### config.mk
export PLATFORM = sky130hd
export DESIGN_NAME = reaction_timer_ctrl
export DESIGN_NICKNAME = d
export VERILOG_FILES = /design/src/rtl/reaction_pkg.sv /design/src/rtl/ms_tick_gen.sv /design/src/rtl/reaction_timer_ctrl.sv
export SDC_FILE = /design/constraint.sdc
export NUM_CORES = 1
export LEC_CHECK = 0
export ABC_AREA = 1
export ABC_CLOCK_PERIOD_IN_PS = 7000
export BUFFER_PORTS_ARGS = -buffer_cell sky130_fd_sc_hd__buf_4
export CORE_MARGIN = 5
export CORE_UTILIZATION = 35
export CTS_BUF_LIST = sky130_fd_sc_hd__clkbuf_16
export CTS_CLUSTER_SIZE = 16
export DETAILED_ROUTE_END_ITERATION = 10
export GPL_TIMING_DRIVEN = 0
export MAX_ROUTING_LAYER = met4
export PLACE_DENSITY_LB_ADDON = 0.2
export SLEW_MARGIN = 20
export SYNTH_ARGS = -nofsm -noshare
export SYNTH_HDL_FRONTEND = slang
export SYNTH_SLANG_ARGS = --single-unit
### constraint.sdc
create_clock -name i_clk -period 7 [get_ports i_clk]
set_input_delay 0.35 -clock i_clk [delete_from_list [all_inputs] [get_ports i_clk]]
set_output_delay 0.35 -clock i_clk [all_outputs]
set_load 0.01 [all_outputs]
### src/rtl/reaction_pkg.sv
`default_nettype none
// ============================================================================
// reaction_pkg : shared state encoding, result width and helpers
// Rev 1.0
// ============================================================================
package reaction_pkg;

    localparam int RES_W = 14;
    localparam logic [RES_W-1:0] EARLY_CODE = 14'd9999;

    typedef enum logic [2:0] {
        IDLE      = 3'd0,
        REQ       = 3'd1,
        WAIT_RAND = 3'd2,
        DELAY     = 3'd3,
        STIM      = 3'd4,
        RESULT    = 3'd5,
        ERR       = 3'd6
    } rt_state_t;

    // Millisecond counters stick at all-ones instead of wrapping.
    function automatic logic [RES_W-1:0] sat_inc(input logic [RES_W-1:0] v);
        return (v == '1) ? v : v + 1'b1;
    endfunction

endpackage
`default_nettype wire

### src/rtl/ms_tick_gen.sv
`default_nettype none
// ============================================================================
// ms_tick_gen : one-cycle pulse every CLK_FREQ/1000 cycles after clear
// Rev 1.0
// ============================================================================
module ms_tick_gen #(
    parameter int CLK_FREQ = 100_000_000
) (
    input  logic clk,
    input  logic rst_n,
    input  logic clear,
    output logic o_tick
);
    localparam int TICK_CYC = (CLK_FREQ / 1000 < 2) ? 2 : CLK_FREQ / 1000;
    localparam int CNT_W    = $clog2(TICK_CYC);
    localparam logic [CNT_W-1:0] LAST = CNT_W'(TICK_CYC - 1);

    logic [CNT_W-1:0] cnt;

    always_ff @(posedge clk or negedge rst_n) begin
        if (!rst_n)
            cnt <= '0;
        else if (clear || cnt == LAST)
            cnt <= '0;
        else
            cnt <= cnt + 1'b1;
    end

    assign o_tick = !clear && (cnt == LAST);

endmodule
`default_nettype wire

### src/rtl/reaction_timer_ctrl.sv
`default_nettype none
// ============================================================================
// reaction_timer_ctrl : requests a random delay, lights the stimulus LED and
// measures reaction time in ms. Rev 1.0
// ============================================================================
module reaction_timer_ctrl
    import reaction_pkg::*;
#(
    parameter int CLK_FREQ   = 100_000_000,
    parameter int LOWER_MS   = 2000,
    parameter int UPPER_MS   = 15000,
    parameter int TIMEOUT_MS = 1000,
    parameter int WAIT_CYC   = 1000
) (
    input  logic             i_clk,
    input  logic             i_rst_n,
    input  logic             i_start,
    input  logic             i_stop,
    input  logic             i_clear,
    input  logic [31:0]      i_seed,
    output logic             o_gen,
    output logic [31:0]      o_seed,
    output logic [31:0]      o_lower,
    output logic [31:0]      o_upper,
    input  logic             i_rg_ready,
    input  logic             i_rg_done,
    input  logic             i_rg_invalid,
    input  logic [31:0]      i_rg_val,
    output logic             o_stim_led,
    output logic [RES_W-1:0] o_time_ms,
    output logic             o_busy,
    output logic             o_early,
    output logic             o_timeout,
    output logic             o_err
);
    localparam int WAIT_W = $clog2(WAIT_CYC + 1);
    localparam logic [WAIT_W-1:0] WAIT_LAST   = WAIT_W'(WAIT_CYC - 1);
    localparam logic [RES_W-1:0]  TIMEOUT_VAL = RES_W'(TIMEOUT_MS);
    localparam logic [31:0]       LOWER_VAL   = 32'(LOWER_MS);
    localparam logic [31:0]       UPPER_VAL   = 32'(UPPER_MS);

    rt_state_t         state;
    logic [RES_W-1:0]  target;
    logic [RES_W-1:0]  ms_cnt;
    logic [WAIT_W-1:0] wait_cnt;
    logic              tick;
    logic              tick_clear;

    // The tick phase is held at zero outside the timed states, so it restarts
    // on DELAY entry; DELAY->STIM happens on a tick, where it wraps to zero.
    assign tick_clear = (state != DELAY) && (state != STIM);

    ms_tick_gen #(.CLK_FREQ(CLK_FREQ)) u_tick (
        .clk    (i_clk),
        .rst_n  (i_rst_n),
        .clear  (tick_clear),
        .o_tick (tick)
    );

    always_ff @(posedge i_clk or negedge i_rst_n) begin
        if (!i_rst_n) begin
            o_lower <= LOWER_VAL;
            o_upper <= UPPER_VAL;
        end else begin
            o_lower <= LOWER_VAL;
            o_upper <= UPPER_VAL;
        end
    end

    always_ff @(posedge i_clk or negedge i_rst_n) begin
        if (!i_rst_n) begin
            state      <= IDLE;
            o_gen      <= 1'b0;
            o_seed     <= '0;
            o_stim_led <= 1'b0;
            o_time_ms  <= '0;
            o_busy     <= 1'b0;
            o_early    <= 1'b0;
            o_timeout  <= 1'b0;
            o_err      <= 1'b0;
            target     <= '0;
            ms_cnt     <= '0;
            wait_cnt   <= '0;
        end else if (i_clear) begin
            state      <= IDLE;
            o_gen      <= 1'b0;
            o_stim_led <= 1'b0;
            o_time_ms  <= '0;
            o_busy     <= 1'b0;
            o_early    <= 1'b0;
            o_timeout  <= 1'b0;
            o_err      <= 1'b0;
        end else begin
            o_gen <= 1'b0;
            case (state)
                IDLE, RESULT: begin
                    if (i_start) begin
                        state     <= REQ;
                        o_seed    <= i_seed;
                        o_busy    <= 1'b1;
                        o_early   <= 1'b0;
                        o_timeout <= 1'b0;
                    end
                end
                REQ: begin
                    if (i_rg_ready) begin
                        o_gen    <= 1'b1;
                        wait_cnt <= '0;
                        state    <= WAIT_RAND;
                    end
                end
                WAIT_RAND: begin
                    if (i_rg_invalid) begin
                        state  <= ERR;
                        o_err  <= 1'b1;
                        o_busy <= 1'b0;
                    end else if (i_rg_done) begin
                        if (i_rg_val >= LOWER_VAL && i_rg_val <= UPPER_VAL) begin
                            target <= i_rg_val[RES_W-1:0];
                            ms_cnt <= '0;
                            state  <= DELAY;
                        end else begin
                            state  <= ERR;
                            o_err  <= 1'b1;
                            o_busy <= 1'b0;
                        end
                    end else if (wait_cnt == WAIT_LAST) begin
                        state  <= ERR;
                        o_err  <= 1'b1;
                        o_busy <= 1'b0;
                    end else begin
                        wait_cnt <= wait_cnt + 1'b1;
                    end
                end
                DELAY: begin
                    if (i_stop) begin
                        state     <= RESULT;
                        o_early   <= 1'b1;
                        o_time_ms <= EARLY_CODE;
                        o_busy    <= 1'b0;
                    end else if (tick) begin
                        if (sat_inc(ms_cnt) >= target) begin
                            state      <= STIM;
                            o_stim_led <= 1'b1;
                            ms_cnt     <= '0;
                        end else begin
                            ms_cnt <= sat_inc(ms_cnt);
                        end
                    end
                end
                STIM: begin
                    // A stop reports the count before any same-cycle tick.
                    if (i_stop) begin
                        state      <= RESULT;
                        o_time_ms  <= ms_cnt;
                        o_stim_led <= 1'b0;
                        o_busy     <= 1'b0;
                    end else if (tick) begin
                        if (sat_inc(ms_cnt) >= TIMEOUT_VAL) begin
                            state      <= RESULT;
                            o_timeout  <= 1'b1;
                            o_time_ms  <= TIMEOUT_VAL;
                            o_stim_led <= 1'b0;
                            o_busy     <= 1'b0;
                        end else begin
                            ms_cnt <= sat_inc(ms_cnt);
                        end
                    end
                end
                ERR: begin
                    state <= ERR;
                end
                default: begin
                    state <= IDLE;
                end
            endcase
        end
    end

endmodule
`default_nettype wire

-- Word-level counts from Yosys, hierarchy flattened
Cells that the tools add are included.
- add/sub/neg operators: 3
- multipliers: 0
- div/mod/pow operators: 0
- order comparisons: 4
- equality and inequality tests: 38
- shifts and indexed selects: 0
- multiplexer cells: 71
- bitwise operators: 2
- reductions and logical operators: 26
- operator list (kind ; count):
    $mux 14 ; 15
    $pmux 14 s3 ; 1
    $mux 10 ; 4
    $mux 3 ; 13
    $ge 32x11->1 const B ; 1
    $le 32x14->1 const B ; 1
    $mux 1 ; 30
    $ne 3x3->1 const B ; 10
    $pmux 14 s2 ; 1
    $ne 2x2->1 const B ; 11
    $ne 4x4->1 const B ; 5
    $pmux 10 s2 ; 1
    $pmux 3 s6 ; 1
    $add 17x1->17 const B ; 1
    $eq 17x17->1 const B ; 1
    $mux 17 ; 1
    $add 14x1->14 const B ; 1
    $eq 14x14->1 const B ; 1
    $ge 14x10->1 const B ; 1
    $ge 14x14->1 ; 1
    $reduce_and 7->1 ; 2
    $reduce_and 6->1 ; 2
    $reduce_bool 3->1 ; 4
    $add 10x1->10 const B ; 1
    21 further kinds ; 34
- register bits after elaboration: 110
- bits in latches: 0
- RAM bits: 0
- memory bits (read-only): 0
- input bits: 72
- output and inout bits: 116
- logic and storage cells: 157
- memories: 0

-- Logic depth before layout (Yosys ltp)
Gate-level depths: netlist (run 1).
- word-level depth: 8
- depth in mapped cells: 25
- mapped depth without buffers: 23

-- Hierarchy
Synthesis (run 1) repeated with hierarchy kept, for this count alone.
- cells, all modules: 835
- area, all modules: 6671.4 µm²
- modules (own cells, without submodules) (module ; times used ; cells each ; area an instance (µm²) ; seq. area each (µm²)):
    reaction_timer_ctrl ; 1 ; 707 ; 5698.0 ; 2327.2
    ms_tick_gen ; 1 ; 128 ; 973.4 ; 425.4

-- Worst setup path after synthesis (run 1)
OpenSTA, ideal clock, no wires.
- path type: register to register
- start point: register ms_cnt[0]
- end point: register ms_cnt[8]
- library setup time: 0.065 ns
- data arrival time: 2.802 ns
- slack: 4.133 ns
- stages on the path, launching flop included: 26
- buffers on the path: 2
- clock period less this slack: 2.867 ns
- cells stage by stage: dfrtp_1 ha_1 nand2_1 nor2_2 nand2_1 inv_2 nand2_4 buf_4 xnor2_1 ha_1 inv_1 nand2_1 nand2_1 nand2_1 o21ai_0 inv_1 nand2_1 nand3_1 nand2_1 nand2_1 nand2_1 nand2_1 nand2_2 buf_2 nand3b_1 nand2_1
- word-level cells in the longest chain between the ends: 7
- elaborated cells between the ends (all ways): 14
- ends and longest elaborated chain (what ; RTL line ; source):
    from (decl) ; reaction_timer_ctrl.sv:44 ; logic [RES_W-1:0] ms_cnt;
    from (signal assigned) ; reaction_timer_ctrl.sv:147 ; ms_cnt <= sat_inc(ms_cnt);
    from (signal assigned) ; reaction_timer_ctrl.sv:166 ; ms_cnt <= sat_inc(ms_cnt);
    $add 14x1->14 or $eq 14x14->1 (tied branches) ; reaction_pkg.sv:23 ; return (v == '1) ? v : v + 1'b1;
    $mux 14 (*) ; reaction_pkg.sv:23 ;
    $ge 14x14->1 ; reaction_timer_ctrl.sv:142 ; if (sat_inc(ms_cnt) >= target) begin
    $mux 14 ; reaction_timer_ctrl.sv:142 ;
    $mux 14 ; reaction_timer_ctrl.sv:141 ; end else if (tick) begin
    $mux 14 ; reaction_timer_ctrl.sv:136 ; if (i_stop) begin
    $pmux 14 s3 ; reaction_timer_ctrl.sv:95 ; case (state)
Mark *: on every way between the ends. The rest lies on a longest branch, timed or not. The select of a mux whose other input is x is not followed.
A chain may end at the register's enable or synchronous reset.

-- Worst setup path after layout (run 1)
- start point: register ms_cnt[0]
- end point: register ms_cnt[11]
Same word-level chain as after synthesis.

==> results.json, run 1 <==
{
  "run_status": "finished, final reports clean",
  "critical_path.max_stage_delay_ns": 0.51,
  "power_mw": 2.23,
  "timing.critical_path.arrival_ns": 3.76,
  "buffers_on_ports": 123,
  "worstPathBufferInverterCount": 5,
  "detailroute.via_count": 5524,
  "r2r_setup_slack_ns": 3.54,
  "critPathCaptureType": "flip-flop",
  "mostFrequentLayoutCells": "nand2_1 (201), buf_4 (188), dfrtp_1 (110)",
  "grt_first_pass_wirelength_mm": 26.3,
  "timing.final.crit_share": 0.495,
  "mean_area_per_synthesized_cell_um2": 8.10,
  "fin_hold_ws_ns": 0.210,
  "synthDominantCellAreaShare": 0.419,
  "drt-initial-drc-count": 371,
  "fin_worst_skew_ns": 0.0121,
  "worst_slew_pin_slew_ns": 0.728,
  "layout_commonest_cell": "nand2_1",
  "critical-path-slowest-cell": "dfrtp_1",
  "drt_wl_total_mm": 15.7,
  "crit_path_max_fanout": 10,
  "crit-reg2reg-launch": "ms_cnt[0]",
  "detail_route.first_pass.iterations": 5,
  "die_w_um": 147,
  "final.fill_count": 1874,
  "critical_path.startpoint_type": "flip-flop",
  "areaGrowthSynthToFinish_pct": 27.3,
  "antenna_found_initial": 0,
  "synth-seq-area-share": 0.419,
  "netlist-cell-type-count": 45,
  "grt.overflow.total": 0,
  "clkSinkCount": 110,
  "synth_seq_cells": 110,
  "cts-root-to-sink-buffers": 2,
  "cts_buffers": 9,
  "die_y_um": 147,
  "synth_warnings": 0,
  "post-dp-hpwl_mm": 12.4,
  "maximum_operating_frequency_ghz": 0.289,
  "final_antenna_net_count": 0,
  "first_global_vias": 5358,
  "report.final.setup_viol": 0,
  "synthDominantAreaCellType": "dfrtp_1",
  "report.final.slew_viol_count": 0,
  "synthTopCellsByArea": "dfrtp_1 (42%), nand2_1 (11%), buf_4 (7.5%), mux2_2 (5.7%), inv_1 (5.1%)",
  "cts_max_level": 3,
  "root_buffer": "clkbuf_16",
  "crit_family": "simple AND/OR/NAND/NOR gates",
  "num_io_pins": 188,
  "worst_ep_required_time_ns": 7.30,
  "row_count": 50,
  "clkLatencyLatePin_ns": 0.36,
  "timing.hold.worst.start": "i_seed[2]",
  "fin_nets": 1095,
  "initial_core_util": 0.354,
  "grt.total_usage": 0.152,
  "num_antenna_cells": 0,
  "critPathKind": "reg -> reg",
  "grt_max_degree": 75,
  "drive_above_1_share": 0.291,
  "most_frequent_cp_cell": "nand2_1",
  "rsz_0062_raised_after_global_routing": "no",
  "max_cap_viol_count": 0,
  "post_cts_resized": 0,
  "mappedNetlistArea_um2": 6570,
  "critical_path.startpoint": "ms_cnt[0]",
  "timing.final.crit_period_ns": 3.46,
  "static-leakage-power_nw": 4.43,
  "coreArea_um2": 18600,
  "reg_clk_slew_reported_paths_ns": 0.09,
  "routabilityCongestion": 0.875,
  "hp-class": "in -> reg",
  "final_core_utilization": 0.450,
  "slew-limit-headroom": 0.512,
  "avgRoutedWirePerCell_um": 12.6,
  "power_density_nw_per_um2": 267,
  "remaining_drc_errors": 0,
  "hold_viol_final": 0,
  "cells_after_synth": 811,
  "cts_tree": "done",
  "viasPerCell": 4.43,
  "floorplan.die_area_um2": 21600,
  "finalSetupTns_ns": 0,
  "worst_ir_drop_vdd_mv": 0.135
}
[cell usage after synthesis, drive strengths merged]
master / count
mux2: 33
buf: 77
a31oi: 2
o21a: 6
clkinv: 3
a21oi: 25
o21ai: 40
nand2: 209
nand3b: 11
xor2: 5
xnor2: 2
nand3: 44
a21o: 1
clkbuf: 2
nand4: 15
or2: 1
a211oi: 3
conb: 2
o211ai: 2
o31ai: 3
nor3: 14
and2: 1
nor2: 87
ha: 14
dfrtp: 110
inv: 95
nor3b: 1
o21bai: 2
a311oi: 1
[routing by layer]
metal	wire (µm)	track usage	vias up	part of all wire
li1	-	-	2872	-
met1	7300	0.203	2485	0.46
met2	7310	0.234	146	0.46
met3	754	0.0244	21	0.048
met4	363	0.0545	0	0.023
met5	0	-	-	0
[sequential cells by signal, indices dropped and copies added, names as in the netlist, 3 cells and up]
register,count
o_time_ms,14
wait_cnt,10
u_tick.cnt,17
state,3
target,14
o_seed,32
ms_cnt,14
[path summary, 6_finish.rpt]
path | endpoint | cells past startpoint
worst max-delay path | ms_cnt[11] | 25
worst min-delay path | o_seed[2] | 2
worst max register to register | ms_cnt[11] | 25
worst min register to register | u_tick.cnt[0] | 1
max in group asynchronous | wait_cnt[3] | 3
min in group asynchronous | target[10] | 2
[per-stage QoR]
stage / setup slack (ns) / instance area (µm²) / cells
6_report: 3.54 / 8360 / 1248
5_1_grt: 3.04 / 8360 / 1248
4_1_cts: 3.51 / 8360 / 1248
3_5_place_dp: 3.54 / 8050 / 1231
3_3_place_gp: 3.56 / 8020 / 1230
2_1_floorplan: 4.13 / 6800 / 873
[cell type report]
cell class                      count  area, µm²  share of cell area
Inverter                           98        368              0.0440
Clock inverter                      7       78.8             0.00943
Tap cell                          234        293              0.0350
Multi-Input combinational cell    586       3100               0.371
Timing Repair Buffer              125        965               0.115
Buffer                             79        577              0.0690
Sequential cell                   110       2750               0.329
Clock buffer                        9        225              0.0269
[kinds of logic after synthesis]
kind of cell	Yosys count	share of synthesized area
AO/OA/AOI/OAI	85	0.0785
XOR/XNOR	7	0.00933
adder cells (fa/ha/maj)	14	0.0267
buffers and inverters	177	0.144
flip-flops	110	0.419
multiplexers	33	0.0566
other	2	0.00114
AND/OR/NAND/NOR	383	0.265
[worst reg2reg max path, stage by stage (launching register included)]
cell and delay (ns):
dfrtp_1 0.51, ha_1 0.33, nand2_1 0.10, nor2_2 0.16, nand2_1 0.10, inv_2 0.07, nand2_4 0.09, buf_4 0.20
xnor2_1 0.25, ha_1 0.29, inv_1 0.05, nand2_1 0.04, nand2_1 0.05, nand2_1 0.06, o21ai_0 0.14, inv_1 0.05
nand2_1 0.06, nand3_1 0.06, nand2_1 0.05, nand2_1 0.04, nand2_1 0.11, nand2_1 0.08, nand2_2 0.11, buf_2 0.23
nand3b_1 0.13, nand2_1 0.07
[where the power goes]
| part | internal [mW] | total, mW | switching (mW) |
|---|---|---|---|
| combinational | 0.414 | 0.862 | 0.448 |
| sequential | 0.773 | 0.850 | 0.0772 |
| clock | 0.255 | 0.522 | 0.266 |
[timing repair]
item                      CTS  global route
setup buffers               0             0
hold buffers                1             0
hold endpoints to repair   36             0
Note: power is estimated with default switching activity, not from simulation.
==> run 2: changes to the inputs <==
--- a/config.mk
+++ b/config.mk
@@ -6,7 +6,7 @@
 export NUM_CORES = 1
 export LEC_CHECK = 0
 export ABC_AREA = 1
-export ABC_CLOCK_PERIOD_IN_PS = 7000
+export ABC_CLOCK_PERIOD_IN_PS = 2850
 export BUFFER_PORTS_ARGS = -buffer_cell sky130_fd_sc_hd__buf_4
 export CORE_MARGIN = 5
 export CORE_UTILIZATION = 35
==> constraint.sdc (replaced) <==
create_clock -name i_clk -period 2.85 [get_ports i_clk]
set_input_delay 0.1425 -clock i_clk [delete_from_list [all_inputs] [get_ports i_clk]]
set_output_delay 0.1425 -clock i_clk [all_outputs]
set_load 0.01 [all_outputs]
==> run 2 against run 1 <==
Sequential power up 140%. Final cell count is 3.9% higher. Fmax is 26% higher. Global-route usage grew 0.40 points. Power grew to 2.6 times the previous value. Non-clock buffer count increased by 49. Wire length increased by 4.4%. Hold slack got worse by 0.19 ns. First-iteration DRC count down 3.8%. Design area grew 7.3%. Worst setup slack got worse by 3.4 ns. Via count rose by 1.5%. Critical endpoint unchanged. Largest cell class unchanged. Highest routed layer unchanged.
==> results.json, run 2 (synthesized netlist as in run 1, its figures left out) <==
{
  "cts_buffers": 9,
  "slew-limit-headroom": 0.491,
  "num_io_pins": 188,
  "critical_path.max_stage_delay_ns": 0.40,
  "cts-root-to-sink-buffers": 2,
  "timing.final.crit_share": 0.962,
  "post-dp-hpwl_mm": 12.6,
  "largest-register": "o_seed",
  "max_cap_viol_count": 0,
  "layout_commonest_cell": "buf_4",
  "routabilityCongestion": 0.861,
  "worstPathBufferInverterCount": 5,
  "antenna_found_initial": 0,
  "die_y_um": 147,
  "drt_wl_total_mm": 16.4,
  "critical-path-slowest-cell": "dfrtp_2",
  "mostFrequentLayoutCells": "buf_4 (210), nand2_1 (191), dfrtp_1 (100)",
  "die_w_um": 147,
  "timing.critical_path.arrival_ns": 3.03,
  "num_antenna_cells": 0,
  "first_global_vias": 5473,
  "most_frequent_cp_cell": "nand2_1",
  "viasPerCell": 4.32,
  "largest_register_ffs": 32,
  "top_regs": "o_seed (32), u_tick.cnt (17)",
  "clkLatencyLatePin_ns": 0.36,
  "dp.cells": 1231,
  "hold_viol_final": 0,
  "routed-wl-met2_mm": 7.90,
  "reg_clk_slew_reported_paths_ns": 0.08,
  "initial_core_util": 0.354,
  "met3RoutedLength_um": 729,
  "worst_ep_required_time_ns": 3.14,
  "areaGrowthSynthToFinish_pct": 36.6,
  "crit_path_max_fanout": 7,
  "static-leakage-power_nw": 4.69,
  "run_status": "finished, final reports clean",
  "final_antenna_net_count": 0,
  "worst_ir_drop_vdd_mv": 0.326,
  "cts_max_level": 3,
  "report.final.slew_viol_count": 0,
  "grt.overflow.total": 0,
  "row_count": 50,
  "critPathKind": "reg -> reg",
  "critical_path.startpoint_type": "flip-flop",
  "timing.final.crit_period_ns": 2.74,
  "final_core_utilization": 0.483,
  "drive_above_1_share": 0.326,
  "buffers_on_ports": 123,
  "crit_family": "simple AND/OR/NAND/NOR gates",
  "grt.total_usage": 0.156,
  "maximum_operating_frequency_ghz": 0.365,
  "critPathCaptureType": "flip-flop",
  "root_buffer": "clkbuf_16",
  "power_mw": 5.74,
  "topRoutingLayerUsed": "met4",
  "cts_tree": "done",
  "number_of_standard_cells_in_the_final_layout_excluding_fillers": 1297,
  "avgRoutedWirePerCell_um": 12.7,
  "floorplan.die_area_um2": 21600,
  "coreArea_um2": 18600,
  "grt_max_degree": 57,
  "m1_wl_mm": 7.59,
  "clkSinkCount": 110,
  "rsz_0062_raised_after_global_routing": "yes",
  "grt_first_pass_wirelength_mm": 27.0,
  "fin_nets": 1144,
  "hp-class": "in -> reg",
  "drt-initial-drc-count": 357,
  "remaining_drc_errors": 0,
  "report.final.setup_viol": 0,
  "fin_worst_skew_ns": 0.00672,
  "power_density_nw_per_um2": 640,
  "worst_slew_pin_slew_ns": 0.759,
  "detail_route.first_pass.iterations": 4,
  "detailroute.via_count": 5609
}
==> run 2: changes by cell type in the layout (fill, tap and decap cells not counted), sizes merged <==
cell,change
buf,+22
dlygate4sd3,+27
inv,-1
clkinv,-1
bufinv,+2
==> run 2: power by group <==
part	total [mW]	switching [mW]	internal, mW	leakage (nW)
logic	2.26	1.15	1.10	3.17
registers	2.08	0.181	1.90	1.36
clock network	1.40	0.619	0.786	0.161
==> run 2: repair_timing <==
item | CTS | global route
setup buffers | 6 | 15
gates cloned | 0 | 1
pin swaps | 2 | 18
endpoints found under the hold margin | 82 | 0
hold buffers | 28 | 0
endpoints found under the setup margin | 18 | 18
resized for setup | 10 | 37
==> run 2: through the flow <==
step	instance area, µm²	hold slack (ns)	setup TNS [ns]	worst slack, ns
floorplan	6800	-0.153	0	0.0114
global placement	8020	0.366	-7.58	-0.538
detailed placement	8050	0.159	-7.89	-0.560
CTS	8760	0.0000412	0	0.00245
global route	8970	0.00519	-0.949	-0.103
finish	8970	0.0156	0	0.108
==> run 2: per-layer routing <==
layer,global-route usage,up-vias
met5,-,-
met1,0.205,2527
li1,-,2959
met3,0.0268,13
met2,0.247,110
met4,0.0485,0
==> run 2: area by class of cell <==
| type | count | area [µm²] |
|---|---|---|
| fillers | 1826 | 9610 |
| multi-input cells | 586 | 3220 |
| flip-flops and latches | 110 | 2770 |
| repair buffers | 174 | 1400 |
| plain buffers | 79 | 596 |
| inverters | 98 | 368 |
| well taps | 234 | 293 |
| clock buffers | 9 | 225 |
| clock inverters | 7 | 104 |
==> run 2: final timing paths <==
path / from / end / slack [ns] / cells past startpoint
setup / recovery: ms_cnt[0] / ms_cnt[11] / 0.11 / 25
hold / removal: i_seed[13] / o_seed[13] / 0.02 / 2
setup reg to reg: ms_cnt[0] / ms_cnt[11] / 0.11 / 25
hold reg to reg: u_tick.cnt[0] / u_tick.cnt[0] / 0.47 / 1
max in group asynchronous: i_rst_n / o_seed[12] / 1.87 / 3
min in group asynchronous: i_rst_n / target[10] / 0.32 / 2
==> run 3: changes to the inputs <==
--- a/config.mk
+++ b/config.mk
@@ -16,6 +16,8 @@
 export GPL_TIMING_DRIVEN = 0
 export MAX_ROUTING_LAYER = met4
 export PLACE_DENSITY_LB_ADDON = 0.2
+export RECOVER_POWER = 25
+export SETUP_SLACK_MARGIN = 0.15
 export SLEW_MARGIN = 20
 export SYNTH_ARGS = -nofsm -noshare
 export SYNTH_HDL_FRONTEND = slang
==> run 3 against run 2 <==
The run now ends with capacitance limit, slew limit left. Design area shrank 2.1%. Worst setup slack gained 0.059 ns. Non-clock buffer count decreased by 5. Sequential share of layout area up 0.61 points. Critical endpoint is now ms_cnt[9]. Largest power group unchanged.
==> results.json, run 3 (synthesized netlist as in run 1, its figures left out) <==
{
  "run_status": "finished with violations",
  "failed_checks": "capacitance limit, slew limit",
  "max_cap_viol_count": 1,
  "detail_route.first_pass.iterations": 4,
  "static-leakage-power_nw": 4.54,
  "hold_viol_final": 0,
  "power_density_nw_per_um2": 622,
  "worst_ir_drop_vdd_mv": 0.356,
  "mostFrequentLayoutCells": "nand2_1 (195), buf_4 (180), dfrtp_1 (103)",
  "slew-limit-headroom": -0.382,
  "num_antenna_cells": 0,
  "finalInstanceArea_um2": 8790,
  "crit_path_max_fanout": 6,
  "cts_max_level": 3,
  "worst_ep_required_time_ns": 3.14,
  "drt_wl_total_mm": 16.4,
  "report.final.slew_viol_count": 35,
  "grt_max_degree": 77,
  "row_count": 50,
  "routabilityCongestion": 0.878,
  "final.fill_count": 1887,
  "rsz_0062_raised_after_global_routing": "yes",
  "placed_area_um2": 8080,
  "floorplan.die_area_um2": 21600,
  "hp-class": "in -> reg",
  "critical_path.startpoint_type": "flip-flop",
  "largest_register_ffs": 32,
  "areaGrowthSynthToFinish_pct": 33.8,
  "largest-register": "o_seed",
  "remaining_drc_errors": 0,
  "maximum_operating_frequency_ghz": 0.373,
  "viasPerCell": 4.44,
  "final_antenna_net_count": 0,
  "post-dp-hpwl_mm": 12.5,
  "worst_slew_pin_slew_ns": 2.07,
  "cts_buffers": 9,
  "drive_above_1_share": 0.291,
  "antenna_found_initial": 0,
  "pre_cts_slack_ns": -0.238,
  "critPathKind": "reg -> reg",
  "fin_worst_skew_ns": 0.00814,
  "coreArea_um2": 18600,
  "first_global_vias": 5279,
  "clkSinkCount": 110,
  "cts_tree": "done",
  "critPathCaptureType": "flip-flop",
  "avgRoutedWirePerCell_um": 12.7,
  "detailroute.via_count": 5735,
  "reg_clk_slew_reported_paths_ns": 0.08,
  "final_core_utilization": 0.473,
  "top_regs": "o_seed (32), u_tick.cnt (17)",
  "clkLatencyLatePin_ns": 0.36,
  "die_w_um": 147,
  "root_buffer": "clkbuf_16",
  "initial_core_util": 0.354,
  "postLayoutSetupSlackWorst_ns": 0.167,
  "cts-root-to-sink-buffers": 2,
  "buffers_on_ports": 123,
  "grt.overflow.total": 0,
  "num_io_pins": 188,
  "drt-initial-drc-count": 256,
  "die_y_um": 147,
  "grt_first_pass_wirelength_mm": 26.6,
  "grt.total_usage": 0.155,
  "timing.final.crit_share": 0.941,
  "timing.final.crit_period_ns": 2.68,
  "report.final.setup_viol": 0,
  "fin_nets": 1139,
  "timing.critical_path.arrival_ns": 2.97,
  "layout_commonest_cell": "nand2_1"
}
## run 3: cell count changes in the layout (fill, tap and decap cells not counted), sizes merged
cell,previous run,this run
clkinv,5,6
buf,223,192
bufinv,2,0
dlygate4sd3,28,27
inv,98,99
clkbuf,11,38
## run 3: routing by layer
layer	track usage	share of wire
met3	0.0259	0.050
met1	0.206	0.47
met4	0.0615	0.022
met2	0.236	0.46
met5	-	0
## run 3: worst max-delay path: stages (launching register included)
cell      delay, ns
dfrtp_2        0.40
ha_4           0.16
nand2_4        0.05
nor2_4         0.11
nand2_2        0.06
inv_2          0.06
nand2_4        0.06
buf_8          0.14
buf_4          0.12
buf_4          0.15
nand2_1        0.12
ha_1           0.25
a21o_1         0.16
nand4_1        0.08
nand2_1        0.07
nor2_2         0.17
nand2_2        0.09
nand2_4        0.08
buf_6          0.12
nand3b_1       0.10
nand2_1        0.07
## run 3: worst paths after layout
path,start,end,slack (ns),cells past startpoint
setup / recovery,ms_cnt[1],ms_cnt[9],0.17,20
hold / removal,i_seed[29],o_seed[29],0.01,2
setup reg to reg,ms_cnt[1],ms_cnt[9],0.17,20
hold reg to reg,u_tick.cnt[0],u_tick.cnt[0],0.46,1
max in group asynchronous,i_rst_n,ms_cnt[9],0.59,2
min in group asynchronous,i_rst_n,target[10],0.92,2
## run 3: power by group
part / leakage [nW] / internal (mW) / switching (mW) / total (mW)
sequential: 1.37 / 1.90 / 0.176 / 2.08
clock: 0.144 / 0.614 / 0.631 / 1.25
combinational: 3.03 / 0.984 / 1.16 / 2.14
## run 3: cell type report
type                    instances  area (µm²)  share of cell area
multi-input cells             586        3230               0.368
flip-flops and latches        110        2760               0.314
repair buffers                169        1250               0.143
plain buffers                  79         593              0.0675
inverters                      98         368              0.0419
well taps                     234         293              0.0333
clock buffers                   9         225              0.0256
clock inverters                 7        62.6             0.00712
## run 3: stage by stage
stage	setup TNS (ns)	hold slack [ns]	instances	total power [mW]
2_1_floorplan	0	-0.153	873	3.40
3_3_place_gp	-2.71	0.366	1230	4.25
3_5_place_dp	-2.85	0.0629	1231	4.28
4_1_cts	0	0.000556	1287	5.62
5_1_grt	-0.644	0.00393	1292	5.83
6_report	0	0.0101	1292	5.47
## run 3: timing repair
item / in CTS / in global routing
hold endpoints to repair: 60 / 0
buffers inserted: 12 / 5
endpoints found under the setup margin: 18 / 20
hold buffers: 27 / 0
pin swaps: 2 / 16
gates cloned: 1 / 0
gates resized for setup: 12 / 17
